$ cat src/rtl/ifu_pkg.sv
// ifu_pkg: shared types and constants for the instruction fetch unit.
//   ifu_state_t   - fetch FSM states
//   fetch_entry_t - one prefetch queue entry {inst, pc, err}
//   IFU_XLEN      - default address width
//   IFU_RESET_PC  - default first fetch address after reset
package ifu_pkg;

    localparam int unsigned IFU_XLEN = 32;
    localparam logic [IFU_XLEN-1:0] IFU_RESET_PC = 32'h8000_0000;

    typedef enum logic [2:0] {
        S_IDLE,
        S_REQ,
        S_WAIT_RSP,
        S_DROP,
        S_HALT
    } ifu_state_t;

    typedef struct packed {
        logic [31:0]         inst;
        logic [IFU_XLEN-1:0] pc;
        logic                err;
    } fetch_entry_t;

endpackage

$ cat src/rtl/fetch_fifo.sv
// fetch_fifo: DEPTH-entry synchronous FIFO for fetched instructions.
//   clk, rst_n       - clock, asynchronous active-low reset
//   flush            - empties the queue (pointers and count to 0); wins over push/pop
//   push, push_data  - write one entry (caller guarantees not full)
//   pop              - drop the head entry (caller guarantees not empty)
//   head_data        - current head entry, read straight from storage registers
//   count            - number of valid entries
module fetch_fifo #(
    parameter int unsigned WIDTH = 65,
    parameter int unsigned DEPTH = 4,
    localparam int unsigned AW   = $clog2(DEPTH),
    localparam int unsigned CW   = AW + 1
) (
    input  logic             clk,
    input  logic             rst_n,
    input  logic             flush,
    input  logic             push,
    input  logic [WIDTH-1:0] push_data,
    input  logic             pop,
    output logic [WIDTH-1:0] head_data,
    output logic [CW-1:0]    count
);

    logic [WIDTH-1:0] mem_reg [DEPTH];
    logic [AW-1:0]    wr_ptr_reg;
    logic [AW-1:0]    rd_ptr_reg;
    logic [CW-1:0]    count_reg;

    // Storage is reset so the head reads as zero straight out of reset.
    always_ff @(posedge clk or negedge rst_n) begin
        if (!rst_n) begin
            for (int i = 0; i < int'(DEPTH); i++) begin
                mem_reg[i] <= '0;
            end
        end else if (push && !flush) begin
            mem_reg[wr_ptr_reg] <= push_data;
        end
    end

    // DEPTH is a power of two, so the pointers wrap naturally.
    always_ff @(posedge clk or negedge rst_n) begin
        if (!rst_n) begin
            wr_ptr_reg <= '0;
            rd_ptr_reg <= '0;
            count_reg  <= '0;
        end else if (flush) begin
            wr_ptr_reg <= '0;
            rd_ptr_reg <= '0;
            count_reg  <= '0;
        end else begin
            if (push) begin
                wr_ptr_reg <= wr_ptr_reg + AW'(1);
            end
            if (pop) begin
                rd_ptr_reg <= rd_ptr_reg + AW'(1);
            end
            case ({push, pop})
                2'b10:   count_reg <= count_reg + CW'(1);
                2'b01:   count_reg <= count_reg - CW'(1);
                default: count_reg <= count_reg;
            endcase
        end
    end

    assign head_data = mem_reg[rd_ptr_reg];
    assign count     = count_reg;

endmodule

$ cat src/rtl/ifu_prefetch.sv
// ifu_prefetch: instruction fetch unit with a prefetch queue.
//   clk, rst_n                         - clock, asynchronous active-low reset
//   redirect_valid, redirect_pc        - flush queue and restart fetch at redirect_pc
//   mem_req_valid/addr/ready           - fetch request handshake (one outstanding max)
//   mem_rsp_valid/data/err             - response for the outstanding request
//   ifu_valid, ifu_data, ifu_err       - queue head {inst, pc} and its fault flag
//   idu_ready                          - consumer pops the head when ifu_valid && idu_ready
module ifu_prefetch
    import ifu_pkg::*;
#(
    parameter int unsigned     XLEN     = IFU_XLEN,
    parameter int unsigned     DEPTH    = 4,
    parameter logic [XLEN-1:0] RESET_PC = IFU_RESET_PC
) (
    input  logic              clk,
    input  logic              rst_n,
    input  logic              redirect_valid,
    input  logic [XLEN-1:0]   redirect_pc,
    output logic              mem_req_valid,
    output logic [XLEN-1:0]   mem_req_addr,
    input  logic              mem_req_ready,
    input  logic              mem_rsp_valid,
    input  logic [31:0]       mem_rsp_data,
    input  logic              mem_rsp_err,
    output logic              ifu_valid,
    output logic [32+XLEN-1:0] ifu_data,
    output logic              ifu_err,
    input  logic              idu_ready
);

    localparam int unsigned EW = 32 + XLEN + 1;
    localparam int unsigned CW = $clog2(DEPTH) + 1;

    ifu_state_t      state_reg;
    logic [XLEN-1:0] fetch_pc_reg;
    logic [XLEN-1:0] req_pc_reg;
    logic            mem_req_valid_reg;

    logic [CW-1:0]   fifo_count;
    logic [EW-1:0]   fifo_head;
    logic            fifo_push;
    logic            fifo_pop;
    logic [XLEN-1:0] redirect_pc_aligned;

    assign redirect_pc_aligned = {redirect_pc[XLEN-1:2], 2'b00};

    // A response that lands in a redirect cycle belongs to the old stream.
    assign fifo_push = (state_reg == S_WAIT_RSP) && mem_rsp_valid && !redirect_valid;
    assign ifu_valid = (fifo_count != '0) && !redirect_valid;
    assign fifo_pop  = ifu_valid && idu_ready;

    fetch_fifo #(
        .WIDTH (EW),
        .DEPTH (DEPTH)
    ) u_fifo (
        .clk       (clk),
        .rst_n     (rst_n),
        .flush     (redirect_valid),
        .push      (fifo_push),
        .push_data ({mem_rsp_data, req_pc_reg, mem_rsp_err}),
        .pop       (fifo_pop),
        .head_data (fifo_head),
        .count     (fifo_count)
    );

    assign ifu_data      = fifo_head[EW-1:1];
    assign ifu_err       = fifo_head[0];
    assign mem_req_valid = mem_req_valid_reg;
    assign mem_req_addr  = fetch_pc_reg;

    always_ff @(posedge clk or negedge rst_n) begin
        if (!rst_n) begin
            state_reg         <= S_IDLE;
            fetch_pc_reg      <= RESET_PC;
            req_pc_reg        <= '0;
            mem_req_valid_reg <= 1'b0;
        end else if (redirect_valid) begin
            fetch_pc_reg      <= redirect_pc_aligned;
            mem_req_valid_reg <= 1'b0;
            // Any request the memory has already taken must have its
            // response swallowed in S_DROP before a new fetch may start.
            case (state_reg)
                S_REQ:      state_reg <= mem_req_ready ? S_DROP : S_IDLE;
                S_WAIT_RSP: state_reg <= mem_rsp_valid ? S_IDLE : S_DROP;
                S_DROP:     state_reg <= mem_rsp_valid ? S_IDLE : S_DROP;
                default:    state_reg <= S_IDLE;
            endcase
        end else begin
            case (state_reg)
                S_IDLE: begin
                    // Issuing only below DEPTH reserves the slot for the response.
                    if (fifo_count < CW'(DEPTH)) begin
                        state_reg         <= S_REQ;
                        mem_req_valid_reg <= 1'b1;
                    end
                end
                S_REQ: begin
                    if (mem_req_ready) begin
                        req_pc_reg        <= fetch_pc_reg;
                        fetch_pc_reg      <= fetch_pc_reg + XLEN'(4);
                        state_reg         <= S_WAIT_RSP;
                        mem_req_valid_reg <= 1'b0;
                    end
                end
                S_WAIT_RSP: begin
                    if (mem_rsp_valid) begin
                        state_reg <= mem_rsp_err ? S_HALT : S_IDLE;
                    end
                end
                S_DROP: begin
                    if (mem_rsp_valid) begin
                        state_reg <= S_IDLE;
                    end
                end
                S_HALT: begin
                    state_reg <= S_HALT;
                end
                default: begin
                    state_reg         <= S_IDLE;
                    mem_req_valid_reg <= 1'b0;
                end
            endcase
        end
    end

endmodule

$ cat config.mk
export PLATFORM = sky130hd
export DESIGN_NAME = ifu_prefetch
export DESIGN_NICKNAME = d
export VERILOG_FILES = /design/src/rtl/ifu_pkg.sv /design/src/rtl/fetch_fifo.sv /design/src/rtl/ifu_prefetch.sv
export SDC_FILE = /design/constraint.sdc
export NUM_CORES = 1
export LEC_CHECK = 0
export ABC_AREA = 1
export BUFFER_PORTS_ARGS = -buffer_cell sky130_fd_sc_hd__buf_2
export CAP_MARGIN = 20
export CORE_MARGIN = 2
export CORE_UTILIZATION = 51
export CTS_CLUSTER_SIZE = 28
export DETAILED_ROUTE_END_ITERATION = 12
export PLACE_DENSITY_LB_ADDON = 0.12
export SLEW_MARGIN = 40
export SYNTH_ARGS = -nofsm -noshare
export SYNTH_HDL_FRONTEND = slang
export SYNTH_SLANG_ARGS = --single-unit
$ cat constraint.sdc
create_clock -name clk -period 3.5 [get_ports clk]
set_input_delay 0.175 -clock clk [delete_from_list [all_inputs] [get_ports clk]]
set_output_delay 0.175 -clock clk [all_outputs]
set_load 0.01 [all_outputs]
==> results of run 1 <==
synthesized netlist by cell type:
library cell / count
ha_1: 5
buf_6: 13
a22oi_1: 3
clkbuf_1: 78
dfrtp_1: 322
nand3_2: 2
a32oi_1: 1
inv_1: 122
nand3_1: 52
fa_1: 1
xnor2_1: 1
o21ai_1: 112
inv_2: 4
o21ai_0: 310
o221ai_1: 1
nand2_4: 4
a21oi_1: 17
a31oi_1: 2
buf_4: 5
conb_1: 1
o211ai_1: 4
nand3b_1: 1
o22ai_1: 64
nand4_1: 7
nor3_1: 8
nor2_8: 1
o21ai_2: 6
nor4_1: 1
xor2_1: 5
nor3b_1: 1
nand2_1: 417
nand2_2: 2
dfstp_2: 1
buf_1: 2
buf_2: 19
nor2_1: 201
worst reg2reg max path, cell delays in order, from the launching register on:
cell and delay (ns):
dfrtp_1 0.40, inv_2 0.09, nand2_2 0.07, inv_2 0.07, nand3_2 0.13, nor2_8 0.20, nand2_4 0.44, buf_4 0.50
nand2_1 0.10, o21ai_0 0.08
timing repair:
action	in CTS	in global routing
endpoints found under the hold margin	173	0
hold buffers	52	0
gates resized for setup	0	0
routing by layer:
metal  track usage (%)  share of wire [%]  vias up  wire [um]
li1                  -                  -     6233          -
met1              36.5                 46     6080      17700
met5                 0                  0        -          0
met4              6.72                2.1        0        809
met3              3.39                5.6       51       2160
met2              42.3                 46      376      17900
area by class of cell:
cell class              instances  share of cell area (%)
flip-flops and latches        323                    46.0
multi-input cells            1233                    32.3
repair buffers                245                    9.48
clock buffers                  50                    6.00
well taps                     384                    2.73
inverters                     126                    2.70
clock inverters                12                   0.804
cell families (layout without fill, tap and decap cells):
group	after synthesis	in the layout	share of synthesized area (%)
AND/OR/NAND/NOR	697	697	18.8
AO/OA/AOI/OAI	520	520	18.5
flip-flops	323	323	54.7
buffers and inverters	243	433	7.11
adder cells (fa/ha/maj)	6	6	0.558
XOR/XNOR	6	6	0.355
other	1	4	0.0254
metrics by stage:
step / instances / instance area, um2 / total power, mW / hold slack [ns]
after global routing: 2373 / 17600 / 13.7 / 0.0129
final: 2373 / 17600 / 12.9 / 0.00982
after floorplan: 1799 / 14800 / 7.52 / -0.121
after global placement: 2258 / 15800 / 9.00 / 0.314
after detailed placement: 2259 / 15900 / 9.07 / 0.115
after CTS: 2373 / 17600 / 13.0 / 0.00147
power by group through the flow:
stage	combinational, mW	clock [mW]	sequential [mW]
after floorplan	2.49	0	5.03
after global placement	3.86	0	5.14
after detailed placement	3.92	0	5.15
after CTS	3.98	3.89	5.10
after global routing	4.45	4.05	5.21
final	3.94	3.81	5.11
worst paths after layout:
check                                     startpoint             endpoint  slack, ns
worst max-delay path            u_fifo.rd_ptr_reg[1]         ifu_data[13]       1.04
worst min-delay path                 redirect_pc[18]     mem_req_addr[18]       0.01
worst max register to register          state_reg[2]   u_fifo.mem_reg[69]       1.27
worst min register to register         mem_req_valid        mem_req_valid       0.47
max in group asynchronous                      rst_n  u_fifo.mem_reg[251]       2.27
min in group asynchronous                      rst_n   u_fifo.mem_reg[55]       0.18
==> out/qor.yml, run 1 <==
global_routing:
  track_usage_pct: 25.8
  overflow: 0
  grt_pass1_wl_um: 64000
  antenna_found_initial: 0
  grt_max_degree: 127
  grt_pass1_vias: 12300
timing:
  tightest_slew_ns: 0.808
  finalCritPeriodShare_pct: 70.3
  hold_violations: 0
  slew_violations: 0
  worst_slack_ns: 1.04
  setup_viol: 0
  timing.fmax_ghz: 0.407
  relSlewSlack_pct: 46.1
  timing.setup.tns_ns: 0
  finClkSkew_ns: 0.0126
  fin_crit_ns: 2.46
  rsz0062_at_grt: "false"
synth:
  postSynthAreaPerCell_um2: 8.24
  synth.distinct_cells: 36
  synth_top_area_cell: "dfrtp_1"
  ys_warn_count: 0
  ys_seq_area_share_pct: 54.7
  synth-seq-cells: 323
  mappedNetlistArea_um2: 14800
  synth_top_area_share_pct: 54.5
  ys_top_cells_by_area: "dfrtp_1 (54%), nand2_1 (11%), o21ai_0 (10%), nor2_1 (5.1%), o21ai_1 (3.8%)"
  synthCells: 1796
place:
  portBuffers: 163
  gp_congestion: 0.928
  post-place-ws_ns: 1.29
  dp_hpwl_um: 23800
pwr:
  irDropWorstVdd_v: 0.000376
  powerDensity_nw_per_um2: 732
  power.leakage_nw: 8.59
  intPower_mw: 8.34
  p_comb_share_pct: 30.7
  p_sw_share_pct: 35.1
  p_switching_mw: 4.52
  clkPwrFrac_pct: 29.6
  pwr-share-seq_pct: 39.7
detailed_routing:
  wl_per_cell_um: 16.2
  antenna_left: 0
  drt_iter0_markers: 915
  dr.pass1.iters: 6
  drc: 0
  drt_wl_total_um: 38500
  dr_total_vias: 12700
  vias_per_cell: 5.37
critical_path:
  critPathTopFamily: "buffers and inverters"
  cp_cell_sequence: "buf_4 -> o21ai_0 -> o22ai_1 -> buf_2"
  worst-path-buf-inv: 2
  crit_arrival_ns: 2.28
  start_kind: "flop"
  reg2regPathDepth: 9
  path_depth: 4
  endpoint_kind: "output port"
  cpPeakStageDelay_ns: 0.58
  path_class: "flop to output port"
  path_max_fanout: 63
  crit_slowest_cell: "buf_4"
  cp.required_ns: 3.32
cts:
  cts.sinks: 323
  clk_pin_slew_ns: 0.06
  cts_tree: "done"
  cts_root_buffer: "clkbuf_16"
  clk_path_buf_depth: 3
  htree_levels: 2
  cts_made_buffers: 36
  post_cts_buffers: 0
  worstSkewPairLatency_ns: 0.50
die:
  start_util_pct: 51.7
  die_height_um: 174
  die_area_um2: 30400
  die_x_um: 174
  ioPinCount: 170
  rows: 62
  fp.coreArea_um2: 28600
finish:
  mostFrequentLayoutCell: "nand2_1"
  final_cell_mix: "nand2_1 (417), dfrtp_1 (320), o21ai_0 (310)"
  seq_area_um2: 8090
  largest_reg_flops: 252
  fin_nets: 2042
  multi_input_area_um2: 5670
  syn_to_final_growth_pct: 18.8
  n_antenna_cell: 0
  drive_above_1_share_pct: 13.8
  fillerInstances: 2588
  fin_util_pct: 61.4
outcome:
  status: "completed"
run:
  drv_cap: 0
min_path:
  hold_path.class: "input pin to flop"
  hold_depth: 3
Power figures use the tool's default switching activity.
==> run 2, diff against run 1 <==
- clock period: 3.5 -> 2 ns (I/O delays scaled with it)
==> out/qor.yml, run 2 (synthesis gave the netlist of run 1 again) <==
detailed_routing:
  dr.pass1.iters: 6  # unchanged
  antenna_left: 0  # unchanged
  dr_total_vias: 13100  # was 12700
  drt_iter0_markers: 1210  # was 915
  wl_per_cell_um: 17.0  # was 16.2 um
  drt_wl_total_um: 40800  # was 38500 um
  vias_per_cell: 5.46  # was 5.37
  drc: 0  # unchanged
place:
  dp_hpwl_um: 24100  # was 23800 um
  placed_area_um2: 16000  # was 15900 um2
  gp_congestion: 0.935  # was 0.928
  post-place-ws_ns: 0.235  # was 1.29 ns
  portBuffers: 163  # unchanged
finish:
  syn_to_final_growth_pct: 22.6  # was 18.8%
  fin_nets: 2072  # was 2042
  fin_area_um2: 18100  # was 17600 um2
  fillerInstances: 2492  # was 2588
  fin_util_pct: 63.3  # was 61.4%
  drive_above_1_share_pct: 15.0  # was 13.8%
  mostFrequentLayoutCell: "nand2_1"  # unchanged
  largest_reg_flops: 252  # unchanged
  n_antenna_cell: 0  # unchanged
  final_cell_mix: "nand2_1 (417), dfrtp_1 (320), o21ai_0 (296)"  # was nand2_1 (417), dfrtp_1 (320), o21ai_0 (310)
critical_path:
  crit_slowest_cell: "dfrtp_4"  # was buf_4
  start_kind: "flop"  # unchanged
  cp.required_ns: 1.90  # was 3.32 ns
  crit_arrival_ns: 1.92  # was 2.28 ns
  cp_cell_sequence: "buf_16 -> o21ai_1 -> o22ai_1 -> buf_2"  # was buf_4 -> o21ai_0 -> o22ai_1 -> buf_2
  regToRegSetupSlack_ns: 0.23  # was 1.27 ns
  endpoint_kind: "output port"  # unchanged
  cpPeakStageDelay_ns: 0.52  # was 0.58 ns
  path_max_fanout: 47  # was 63
  path_class: "flop to output port"  # unchanged
timing:
  rsz0062_at_grt: "true"  # was false
  timing.fmax_ghz: 0.495
  slew_violations: 0  # unchanged
  hold_violations: 0  # unchanged
  finalCritPeriodShare_pct: 101
  worst_slack_ns: -0.0219  # was 1.04 ns
  fin_crit_ns: 2.02
  setup_viol: 1  # was 0
  finClkSkew_ns: 0.0103  # was 0.0126 ns
  tightest_slew_ns: 0.604  # was 0.808 ns
  relSlewSlack_pct: 59.7  # was 46.1%
die:
  fp.coreArea_um2: 28600  # unchanged
  die_x_um: 174  # unchanged
  die_height_um: 174  # unchanged
  die_area_um2: 30400  # unchanged
  rows: 62  # unchanged
  start_util_pct: 51.7  # unchanged
  ioPinCount: 170  # unchanged
global_routing:
  grt_pass1_wl_um: 65300  # was 64000 um
  gr-max-usage-layer: "met2"  # unchanged
  track_usage_pct: 26.3  # was 25.8%
  grt_pass1_vias: 12700  # was 12300
  grt_util_met3_pct: 3.26  # was 3.39%
  overflow: 0  # unchanged
  grt_max_degree: 127  # unchanged
  antenna_found_initial: 0  # unchanged
  grt_use_met2_pct: 43.1  # was 42.3%
  grt.met1_usage_pct: 37.1  # was 36.5%
outcome:
  status: "finished with violations"  # was completed
  violations: "negative setup slack"
cts:
  clk_path_buf_depth: 3  # unchanged
  clk_pin_slew_ns: 0.06  # about the same
  cts_root_buffer: "clkbuf_16"  # unchanged
  cts_tree: "done"  # unchanged
  worstSkewPairLatency_ns: 0.51  # was 0.50 ns
  htree_levels: 2  # unchanged
  cts_made_buffers: 36  # unchanged
  cts.sinks: 323  # unchanged
pwr:
  powerDensity_nw_per_um2: 1280  # was 732 nW/um2
  irDropWorstVdd_v: 0.000551  # was 0.000376 V
  power.leakage_nw: 8.85  # was 8.59 nW
run:
  drv_cap: 0  # unchanged
min_path:
  hold_path.class: "input pin to flop"  # unchanged
## run 2: changes by cell type in the layout (fill, tap and decap cells not counted), sizes merged
cell / before / now
buf: 193 / 206
clkbuf: 50 / 55
clkinvlp: 1 / 0
dlygate4sd3: 52 / 65
inv: 125 / 127
## run 2: final cells by class
cell class / count / area [um2] / share of cell area (%)
clock inverters: 13 / 148 / 0.814
clock buffers: 51 / 1060 / 5.84
inverters: 126 / 485 / 2.68
repair buffers: 275 / 2150 / 11.9
flip-flops and latches: 323 / 8090 / 44.6
well taps: 384 / 480 / 2.65
multi-input cells: 1233 / 5710 / 31.5
## run 2: worst max-delay path, delay by kind of cell (launching register included)
kind	cells	cell delay, ns
AO/OA/AOI/OAI	2	0.42
buffers and inverters	2	0.46
flip-flops	1	0.52
## run 2: path summary, 6_finish.rpt
check / start / end / depth (start not counted)
worst max register to register: state_reg[2] / u_fifo.count[2] / 11
max in group asynchronous: rst_n / u_fifo.mem_reg[83] / 3
worst min register to register: mem_req_valid / mem_req_valid / 2
worst min-delay path: redirect_pc[16] / mem_req_addr[16] / 5
worst max-delay path: u_fifo.rd_ptr_reg[0] / ifu_data[25] / 4
min in group asynchronous: rst_n / u_fifo.mem_reg[246] / 2
## run 2: metal layers
metal  share of wire [%]  vias to the layer above  wire [um]
li1                    -                     6311          -
met1                  45                     6284      18400
met2                  46                      481      18600
met3                 6.9                       60       2800
met4                 2.2                        0        911
met5                   0                        -          0
## run 2: power by group
part           leakage [nW]  switching (mW)  internal, mW
Sequential             4.30           0.972          7.99
Clock                 0.603            2.61          4.08
Combinational          3.95            4.61          2.90
Total                  8.85            8.20          15.0
## run 2: per-stage QoR
stage / hold WS (ns) / instances / power [mW] / TNS (ns)
detailed placement: 0.0629 / 2270 / 15.9 / 0
CTS: 0.0120 / 2399 / 22.8 / -0.210
global placement: 0.0671 / 2270 / 15.8 / 0
global route: 0.0547 / 2405 / 24.6 / -0.150
finish: 0.0485 / 2405 / 23.2 / -0.0219
floorplan: -0.196 / 1799 / 13.2 / 0
## run 2: what timing repair did
action | 4_1_cts | 5_1_grt
resized for setup | 9 | 29
buffers inserted | 0 | 1
hold buffers | 65 | 0
gates cloned | 0 | 5
setup endpoints to repair | 29 | 57
pin swaps | 0 | 1
endpoints found under the hold margin | 457 | 0
